<file path="src/rtl/fetch_pkg.sv">
// Shared types and default sizing for the LEGv8 instruction-fetch sequencer.
package fetch_pkg;

    localparam int unsigned FETCH_N           = 32;
    localparam int unsigned FETCH_AW          = 7;
    localparam int unsigned FETCH_PCW         = 64;
    localparam int unsigned FETCH_DEPTH       = 4;
    localparam int unsigned FETCH_DBG_MAXWAIT = 7;

    typedef enum logic {
        RUN,
        END
    } fetch_state_t;

    typedef struct packed {
        logic [FETCH_N-1:0]   instr;
        logic [FETCH_PCW-1:0] pc;
    } fetch_entry_t;

    // True when a byte PC addresses a word inside a ROM of 2^aw words.
    function automatic logic pc_in_rom(input logic [FETCH_PCW-1:0] pc, input int unsigned aw);
        return (pc >> (aw + 32'd2)) == '0;
    endfunction

endpackage

</file>
<file path="src/rtl/fetch_fifo.sv">
// Circular prefetch queue of {instr, pc} entries; flush overrides push.
module fetch_fifo
    import fetch_pkg::*;
#(
    parameter  int unsigned DEPTH = FETCH_DEPTH,
    localparam int unsigned PTRW  = $clog2(DEPTH),
    localparam int unsigned CNTW  = PTRW + 1
) (
    input  logic            clk,
    input  logic            reset,
    input  logic            push_i,
    input  logic            pop_i,
    input  logic            flush_i,
    input  fetch_entry_t    entry_i,
    output fetch_entry_t    head_o,
    output logic [CNTW-1:0] count_o
);

    fetch_entry_t    mem_q [DEPTH];
    logic [PTRW-1:0] rd_ptr_q, rd_ptr_d;
    logic [PTRW-1:0] wr_ptr_q, wr_ptr_d;
    logic [CNTW-1:0] count_q, count_d;
    logic            do_pop;
    logic            do_push;

    always_comb begin
        do_pop   = pop_i && (count_q != '0);
        do_push  = push_i && ((count_q < CNTW'(DEPTH)) || do_pop);
        rd_ptr_d = rd_ptr_q;
        wr_ptr_d = wr_ptr_q;
        count_d  = count_q;
        if (flush_i) begin
            rd_ptr_d = '0;
            wr_ptr_d = '0;
            count_d  = '0;
        end else begin
            if (do_pop)  rd_ptr_d = rd_ptr_q + PTRW'(1);
            if (do_push) wr_ptr_d = wr_ptr_q + PTRW'(1);
            case ({do_push, do_pop})
                2'b10:   count_d = count_q + CNTW'(1);
                2'b01:   count_d = count_q - CNTW'(1);
                default: count_d = count_q;
            endcase
        end
    end

    always_ff @(posedge clk) begin
        if (reset) begin
            rd_ptr_q <= '0;
            wr_ptr_q <= '0;
            count_q  <= '0;
        end else begin
            rd_ptr_q <= rd_ptr_d;
            wr_ptr_q <= wr_ptr_d;
            count_q  <= count_d;
        end
    end

    // Storage needs no reset: the head is masked whenever the queue is empty.
    always_ff @(posedge clk) begin
        if (do_push && !flush_i) begin
            mem_q[wr_ptr_q] <= entry_i;
        end
    end

    assign head_o  = (count_q != '0) ? mem_q[rd_ptr_q] : '0;
    assign count_o = count_q;

endmodule

</file>
<file path="src/rtl/imem_fetch_ctrl.sv">
// Fetch sequencer: shares the instruction ROM port between the IF prefetch
// stream and debug readback, and tracks PC, redirects and end-of-ROM.
module imem_fetch_ctrl
    import fetch_pkg::*;
#(
    parameter int unsigned AW          = FETCH_AW,
    parameter int unsigned DEPTH       = FETCH_DEPTH,
    parameter int unsigned DBG_MAXWAIT = FETCH_DBG_MAXWAIT
) (
    input  logic                 clk,
    input  logic                 reset,
    output logic [AW-1:0]        imem_addr,
    input  logic [FETCH_N-1:0]   imem_q,
    input  logic                 stall_i,
    input  logic                 redirect_i,
    input  logic [FETCH_PCW-1:0] redirect_pc,
    output logic                 valid_o,
    output logic [FETCH_N-1:0]   instr_o,
    output logic [FETCH_PCW-1:0] pc_o,
    input  logic                 dbg_req,
    input  logic [AW-1:0]        dbg_addr,
    output logic                 dbg_ack,
    output logic [FETCH_N-1:0]   dbg_data
);

    localparam int unsigned CNTW = $clog2(DEPTH) + 1;
    localparam int unsigned WCW  = $clog2(DBG_MAXWAIT + 1);

    fetch_state_t         state_q, state_d;
    logic [FETCH_PCW-1:0] fetch_pc_q, fetch_pc_d;
    logic [WCW-1:0]       wait_cnt_q, wait_cnt_d;
    logic                 dbg_ack_q, dbg_ack_d;
    logic [FETCH_N-1:0]   dbg_data_q, dbg_data_d;

    logic [CNTW-1:0]      count;
    fetch_entry_t         head;
    fetch_entry_t         entry;
    logic                 pop;
    logic                 push;
    logic                 grant;
    logic [FETCH_PCW-1:0] next_pc;
    logic [FETCH_PCW-1:0] redir_pc;

    fetch_fifo #(.DEPTH(DEPTH)) u_fifo (
        .clk     (clk),
        .reset   (reset),
        .push_i  (push),
        .pop_i   (pop),
        .flush_i (redirect_i),
        .entry_i (entry),
        .head_o  (head),
        .count_o (count)
    );

    // Port arbitration and enqueue decision for the current cycle.
    always_comb begin
        pop      = (count != '0) && !stall_i;
        grant    = dbg_req && !redirect_i && !dbg_ack_q &&
                   ((count >= CNTW'(2)) || (state_q == END) ||
                    (wait_cnt_q == WCW'(DBG_MAXWAIT)));
        push     = (state_q == RUN) && !redirect_i && !grant &&
                   ((count < CNTW'(DEPTH)) || pop);
        imem_addr = grant ? dbg_addr : fetch_pc_q[AW+1:2];
        next_pc  = fetch_pc_q + FETCH_PCW'(4);
        redir_pc = redirect_pc & ~FETCH_PCW'(3);
        entry    = '{instr: imem_q, pc: fetch_pc_q};
    end

    // Next-state for PC, fetch state and debug handshake.
    always_comb begin
        state_d    = state_q;
        fetch_pc_d = fetch_pc_q;
        wait_cnt_d = wait_cnt_q;
        dbg_ack_d  = grant;
        dbg_data_d = dbg_data_q;

        if (redirect_i) begin
            fetch_pc_d = redir_pc;
            state_d    = pc_in_rom(redir_pc, AW) ? RUN : END;
        end else if (push) begin
            fetch_pc_d = next_pc;
            if (!pc_in_rom(next_pc, AW)) state_d = END;
        end

        if (grant) dbg_data_d = imem_q;

        if (!dbg_req || grant) begin
            wait_cnt_d = '0;
        end else if (wait_cnt_q != WCW'(DBG_MAXWAIT)) begin
            wait_cnt_d = wait_cnt_q + WCW'(1);
        end
    end

    always_ff @(posedge clk) begin
        if (reset) begin
            state_q    <= RUN;
            fetch_pc_q <= '0;
            wait_cnt_q <= '0;
            dbg_ack_q  <= 1'b0;
            dbg_data_q <= '0;
        end else begin
            state_q    <= state_d;
            fetch_pc_q <= fetch_pc_d;
            wait_cnt_q <= wait_cnt_d;
            dbg_ack_q  <= dbg_ack_d;
            dbg_data_q <= dbg_data_d;
        end
    end

    assign valid_o  = (count != '0);
    assign instr_o  = head.instr;
    assign pc_o     = head.pc;
    assign dbg_ack  = dbg_ack_q;
    assign dbg_data = dbg_data_q;

endmodule

</file>
<file path="config.mk">
export PLATFORM = sky130hd
export DESIGN_NAME = imem_fetch_ctrl
export DESIGN_NICKNAME = d
export VERILOG_FILES = /design/src/rtl/fetch_pkg.sv /design/src/rtl/fetch_fifo.sv /design/src/rtl/imem_fetch_ctrl.sv
export SDC_FILE = /design/constraint.sdc
export NUM_CORES = 1
export LEC_CHECK = 0
export ABC_AREA = 1
export ABC_CLOCK_PERIOD_IN_PS = 6000
export CORE_MARGIN = 3
export CORE_UTILIZATION = 28
export DETAILED_ROUTE_END_ITERATION = 8
export PLACE_DENSITY_LB_ADDON = 0.15
export SYNTH_ARGS = -nofsm -noshare
export SYNTH_HDL_FRONTEND = slang
export SYNTH_SLANG_ARGS = --single-unit
</file>
<file path="constraint.sdc">
create_clock -name clk -period 6 [get_ports clk]
set_clock_uncertainty 0.05 [all_clocks]
set_input_delay 1.2 -clock clk [delete_from_list [all_inputs] [get_ports clk]]
set_output_delay 1.2 -clock clk [all_outputs]
set_load 0.01 [all_outputs]
</file>
Word level (Yosys, flattened, before mapping)
Memory sizes are Yosys's and may differ from the RTL's. A register that Yosys moved wholly into a read port is not among the register bits.
Cells that the tools add are included.
{ "word_totals": {"mem_count": 1, "wordCells": 65, "register_bits": 108, "mem_bits_rw": 384, "in_bits": 108} }
{ "memory_table": {"columns": ["memory", "depth", "width", "read_ports", "rd_clocked_by_memory_dff", "write_ports", "line", "source"], "rows": [
  ["u_fifo.mem_q", 4, 96, 1, 1, 1, "fetch_fifo.sv:19", "fetch_entry_t mem_q [DEPTH];"]
]} }
{ "op_classes": {"n_addsub": 6, "bitwise": 1, "order_cmp": 2, "muxes": 13, "reduce_logical": 28, "n_eq_ne": 5} }
{ "ops": {"columns": ["op", "n"], "rows": [
  ["$logic_not A64 Y1", 2],
  ["$mux W64", 2],
  ["$mux W96", 1],
  ["$add A64 B3 Y64 const B", 1],
  ["$logic_and A1 B1 Y1", 10],
  ["$mux W7", 1],
  ["$add A3 B1 Y3 const B", 2],
  ["$mux W1", 6],
  ["$pmux W3 S2", 1],
  ["$logic_not A1 Y1", 5],
  ["$logic_or A1 B1 Y1", 5],
  ["$add A2 B1 Y2 const B", 2],
  ["$mux W2", 2],
  ["$reduce_bool A2 Y1", 2],
  ["$reduce_or A2 Y1", 2],
  ["$eq A3 B3 Y1 const B", 1],
  ["$ge A3 B2 Y1 const B", 1],
  ["$lt A3 B3 Y1 const B", 1],
  ["$ne A3 B3 Y1 const B", 1],
  ["$reduce_bool A3 Y1", 1],
  ["$sub A3 B1 Y3 const B", 1],
  ["$eq A2 B1 Y1 const B", 1],
  ["$eq A2 B2 Y1 const B", 1],
  ["$ne A2 B2 Y1 const B", 1],
  ["other kinds (2)", 2]
]} }

Depth between registers and ports, before layout
{ "logic_depth": {"depth_word": 11, "ltp_mapped": 17, "mapped_depth_nobuf": 17} }

Cells and area by module
Synthesis repeated with hierarchy kept, for this count alone.
{ "hier_totals": {"cells_unflattened": 2288, "area_unflattened_um2": 21707.1} }
{ "modules_own_cells": {"columns": ["mod", "cells_each", "instances", "area_each_um2"], "rows": [
  ["fetch_fifo", 1202, 1, 15282.2],
  ["imem_fetch_ctrl", 1086, 1, 6424.9]
]} }

Worst setup path after synthesis
No wires, ideal clock.
{ "synth_path": {"path_kind": "in2reg", "startpoint": "input redirect_i", "endpoint": "memory u_fifo.mem_q[0][10] (netlist name), enable pin", "stages": 8, "setup_time_ns": 0.548, "arrival_time_ns": 5.914, "slack_ns": -0.512, "cell_sequence": "buf_2 > inv_2 > nand2_1 > nor2_1 > nand2_1 > nand3_2 > buf_1 > nor2_1"} }
{ "synth_via": {"elab_chain_len": 11, "elab_cells_between_ends": 12} }
{ "synth_lines": {"columns": ["item", "line", "source"], "rows": [
  ["start, declared", "imem_fetch_ctrl.sv:15", "input logic redirect_i,"],
  ["$logic_not A1 Y1 *", "fetch_fifo.sv:61, imem_fetch_ctrl.sv:58, imem_fetch_ctrl.sv:61", null],
  ["$logic_and A1 B1 Y1 (3 in a row)", "imem_fetch_ctrl.sv:58", "grant = dbg_req && !redirect_i && !dbg_ack_q &&"],
  ["$logic_not A1 Y1", "imem_fetch_ctrl.sv:61", "push = (state_q == RUN) && !redirect_i && !grant &&"],
  ["$logic_and A1 B1 Y1 (2 in a row)", "imem_fetch_ctrl.sv:61", null],
  ["$logic_and A1 B1 Y1", "fetch_fifo.sv:28", "do_push = push_i && ((count_q < CNTW'(DEPTH)) || do_pop);"],
  ["$logic_and A1 B1 Y1 *", "fetch_fifo.sv:61", "if (do_push && !flush_i) begin"],
  ["$mux W1 *", "fetch_fifo.sv:61", null],
  ["$mux W1 (implied by the code) *", "fetch_fifo.sv:62", "mem_q[wr_ptr_q] <= entry_i;"],
  ["end, declared", "fetch_fifo.sv:19", null]
]} }
Mark *: on every way between the ends. The rest lies on a longest branch, timed or not.

==> summary.txt <==
Run status
  – Run status: completed

CTS
  – TritonCTS Buffers: 56
  – Buffer type at the clock tree root: sky130_fd_sc_hd__clkbuf_16
  – TritonCTS clock tree: built
  – Clock-pin transition on the worst setup and hold timing paths: about 0.060 ns
  – Htree depth: 2
  – Post-CTS setup-driven buffer insertion count: 0
  – CTS sink cnt: slightly below 500
  – Count of cells resized by post-cts repair: 0
  – Skew-Pair Late Insertion Delay: 0.62 ns
  – Clk buf depth: 3
  – Hold_buf cts: 0

Worst setup path
  – Required time of the worst setup path: 4.75 ns
  – Worst path top cell family by delay: buffers and inverters
  – Slowest CP cell: sky130_fd_sc_hd__dfxtp_4
  – R2r setup slk: ~2.2 ns
  – Most repeated library cell on the critical path: sky130_fd_sc_hd__nor2_1
  – Critical Path Stages: 6
  – Launch instance of the worst register-to-register path: wait_cnt_q[0]$_SDFFE_PP0N_
  – Critical-path cell list: buf_4, nor2_1, nor2_1, o21ai_0, a21oi_1, clkdlybuf4s50_1
  – CP Capture Type: output port
  – Critical Path Fanout Max: 66
  – Largest stage delay on the critical path: just over 0.8 ns
  – Critical path class: reg2out
  – Arrival @ worst endpoint: between 3 and 4 ns
  – Worst setup SP type: flop
  – Setup crit end: pc_o[26]
  – Reg2Reg Capture Point: fetch_pc_q[18]$_SDFFE_PP0P_
  – WP buf/inv: 2
  – Number of cells traversed by the worst register-to-register path: 11

Logic synthesis
  – YS warnings: 0
  – Average cell area after synthesis: 9.33 um2
  – #FFs+latches synth: a little under 500
  – Cell type with the highest aggregate area in the netlist: sky130_fd_sc_hd__edfxtp_1
  – Cell area after technology mapping: 0.0214 mm2
  – Count of distinct cell types in the synthesized netlist: between 40 and 50
  – Area share of the largest cell type after synthesis: 52.9%
  – Sequential cell area fraction in the yosys report: 63.0%
  – Number of cells produced by synthesis: approximately 2300
  – Top post-synthesis cells by area: sky130_fd_sc_hd__edfxtp_1, sky130_fd_sc_hd__nor2_1, sky130_fd_sc_hd__dfxtp_1

Global routing
  – Overall overflow remaining after global route: 0
  – Global-route usage over all layers: roughly 17%
  – Largest net degree at the start of global routing: 75
  – Met3 global-route usage: ~2.5%
  – Vias in the first global route: around 16000
  – Initial antenna violation count: 1
  – Most crowded layer after global routing: met2
  – Grt met1 use: between 20% and 30%
  – Wire length of the first global-routing pass: around 100000 um
  – M2 GR Usage: 29.5%

Pwr
  – Pwr per Cell Area: between 300 and 400 mW/mm2
  – Leakage power of the design: 0.00916 uW
  – IR drop worst, VDD: just over 0.0002 V

Drt
  – Ratio of routed vias to standard cells: 4.81
  – Post-route ant nets: 0
  – Total iterations of the first detailed-routing run: 7
  – Vias after detailed routing: ~17000
  – Final routed wirelength across all metal layers: about 70000 um
  – Starting DRT DRC Count: 1117
  – Post-route DRC violation count: 0
  – Drt wl/cell: around 20 um

Place
  – Quantity of I/O buffers inserted on ports: 240
  – RD Place Congestion: 0.908
  – Minimum setup slack after placement: 1.49 ns
  – Detailed-placement wirelength estimate: around 47000 um
  – Cell count after placement: ~3400

Hold path
  – Beginning of the worst hold path: wait_cnt_q[2]$_SDFFE_PP0N_
  – Worst hold path class: reg2reg

Floorplan
  – Horizontal extent of the die: approximately 280 um
  – Die Area: ~0.08 mm2
  – I/O pin cnt: about 250
  – Core area: between 0.07 and 0.08 mm2
  – Starting Density: between 20% and 30%
  – Number of placement rows: 100
  – Chip Height: ~280 um

STA
  – Worst hold-check slack: between 0.4 and 0.5 ns
  – Total Negative Setup Slacks: 0 ns
  – Setup repair after global routing missed its margin: false
  – Final worst path period share: between 70 and 80%
  – Transition at the pin with the smallest max-transition slack: roughly 1.0 ns
  – Minimum period implied by the final worst setup slack: roughly 4.8 ns
  – Count of endpoints failing hold in the final timing report: 0
  – Upper clock frequency limit: 210 MHz
  – Final critical-path setup slack: between 1 and 1.5 ns
  – Slew Viols, Final: 0
  – Final setup vio count: 0
  – Relative slew slack: between 30% and 40%

Layout
  – Layout cell share with drive strength beyond 1: under 10%
  – Final #Nets: between 2000 and 3000
  – Final core occ: between 30% and 40%
  – Signed area change from the synthesized netlist to the final layout: 25.0%
  – Count of non-filler cells in the finished layout: ~3500

Job
  – Number of maximum-capacitance violations: 0
[power breakdown]
part	switching, uW	internal (uW)
sequential	107	3740
clock	1350	2100
combinational	440	305
total	1900	6140
[worst min path at each step]
| stage | to | cells after the start |
|---|---|---|
| floorplan | u_fifo.count_o[0]$_SDFFE_PP0P_ | 1 |
| global placement | u_fifo.count_o[0]$_SDFFE_PP0P_ | 1 |
| detailed placement | u_fifo.count_o[0]$_SDFFE_PP0P_ | 1 |
| CTS | u_fifo.count_o[0]$_SDFFE_PP0P_ | 1 |
| global route | u_fifo.count_o[0]$_SDFFE_PP0P_ | 1 |
| finish | wait_cnt_q[2]$_SDFFE_PP0N_ | 2 |
[worst register-to-register path: cells and delay by family (launching register included)]
family | cells | cell delay (ns)
DFF | 1 | 0.33
buffers and inverters | 2 | 0.90
AOI/OAI and AO/OA | 1 | 0.42
and+or+nand+nor | 6 | 1.51
adders and majority gates | 2 | 0.46
[sequential cells by signal, summed over array words and instances, names as in the netlist, named ones only]
name / cells
dbg_ack: 1
state_q: 1
fetch_pc_q: 62
u_fifo.count_o: 3
wait_cnt_q: 3
u_fifo.mem_q: 376
dbg_data: 32
u_fifo.wr_ptr_q: 2
u_fifo.rd_ptr_q: 2
[synthesized netlist by cell type, drive strengths merged]
library cell  instances
buf                  28
o21bai                2
fa                    1
conb                  1
nand3                43
a221oi                1
ha                    8
a32oi                 1
nand4                21
o22ai                 1
nand3b               16
o221ai                3
clkinv                4
xnor2                 3
or4                   4
o211ai                1
nor3                  6
a21oi               110
dfxtp               108
nor2                606
a22oi                 2
clkbuf               85
or2                   3
inv                  88
a31oi                52
nand2               454
nor4                 10
xor2                  2
and2                  1
edfxtp              376
o21ai               248
[layout make-up]
class / count / area [um2]
inverter: 92 / 350
sequential: 484 / 13500
timing repair buffer: 263 / 2630
tap: 969 / 1210
multi-input combinational: 1601 / 7160
clock buffer: 87 / 1650
antenna: 1 / 2.50
clock inverter: 18 / 238
fill: 7542 / 48300
[through the flow]
stage                     total power [uW]  instance area [um2]
final                                 8040                26700
after detailed placement              4680                24800
after global placement                4670                24800
after CTS                             8180                26700
after floorplan                       4240                21400
after global routing                  8380                26700
[layer usage]
layer / routed length, um / up-vias
met2: 33800 / 402
met1: 32300 / 8211
met4: 1410 / 2
met5: 9 / -
met3: 3180 / 93
li1: - / 8193
[layout by cell type, fill, tap and decap left out, drive strengths merged]
cell type / count
nor2: 606
nand2: 454
edfxtp: 376
o21ai: 248
clkdlybuf4s50: 238
a21oi: 110
dfxtp: 108
inv: 88
clkbuf: 87
a31oi: 52
nand3: 43
buf: 25
nand4: 21
clkinv: 17
nand3b: 16
nor4: 10
ha: 8
nor3: 6
bufinv: 5
or4: 4
o221ai: 3
xnor2: 3
or2: 3
o21bai: 2
a22oi: 2
xor2: 2
conb: 2
diode: 1
a221oi: 1
o22ai: 1
a32oi: 1
and2: 1
o211ai: 1
fa: 1
[cells by family (layout without fill, tap and decap cells)]
logic type               Yosys count  count (layout)  share of synthesized area [%]
other                              1               3                         0.0176
AND/OR/NAND/NOR                 1164            1164                           22.2
adder cells (fa/ha/maj)            9               9                          0.562
buffers and inverters            205             460                           3.68
flip-flops                       484             484                           63.0
XOR/XNOR                           5               5                          0.205
AO/OA/AOI/OAI                    421             421                           10.3
No activity file was read; power rests on OpenSTA's default activity.
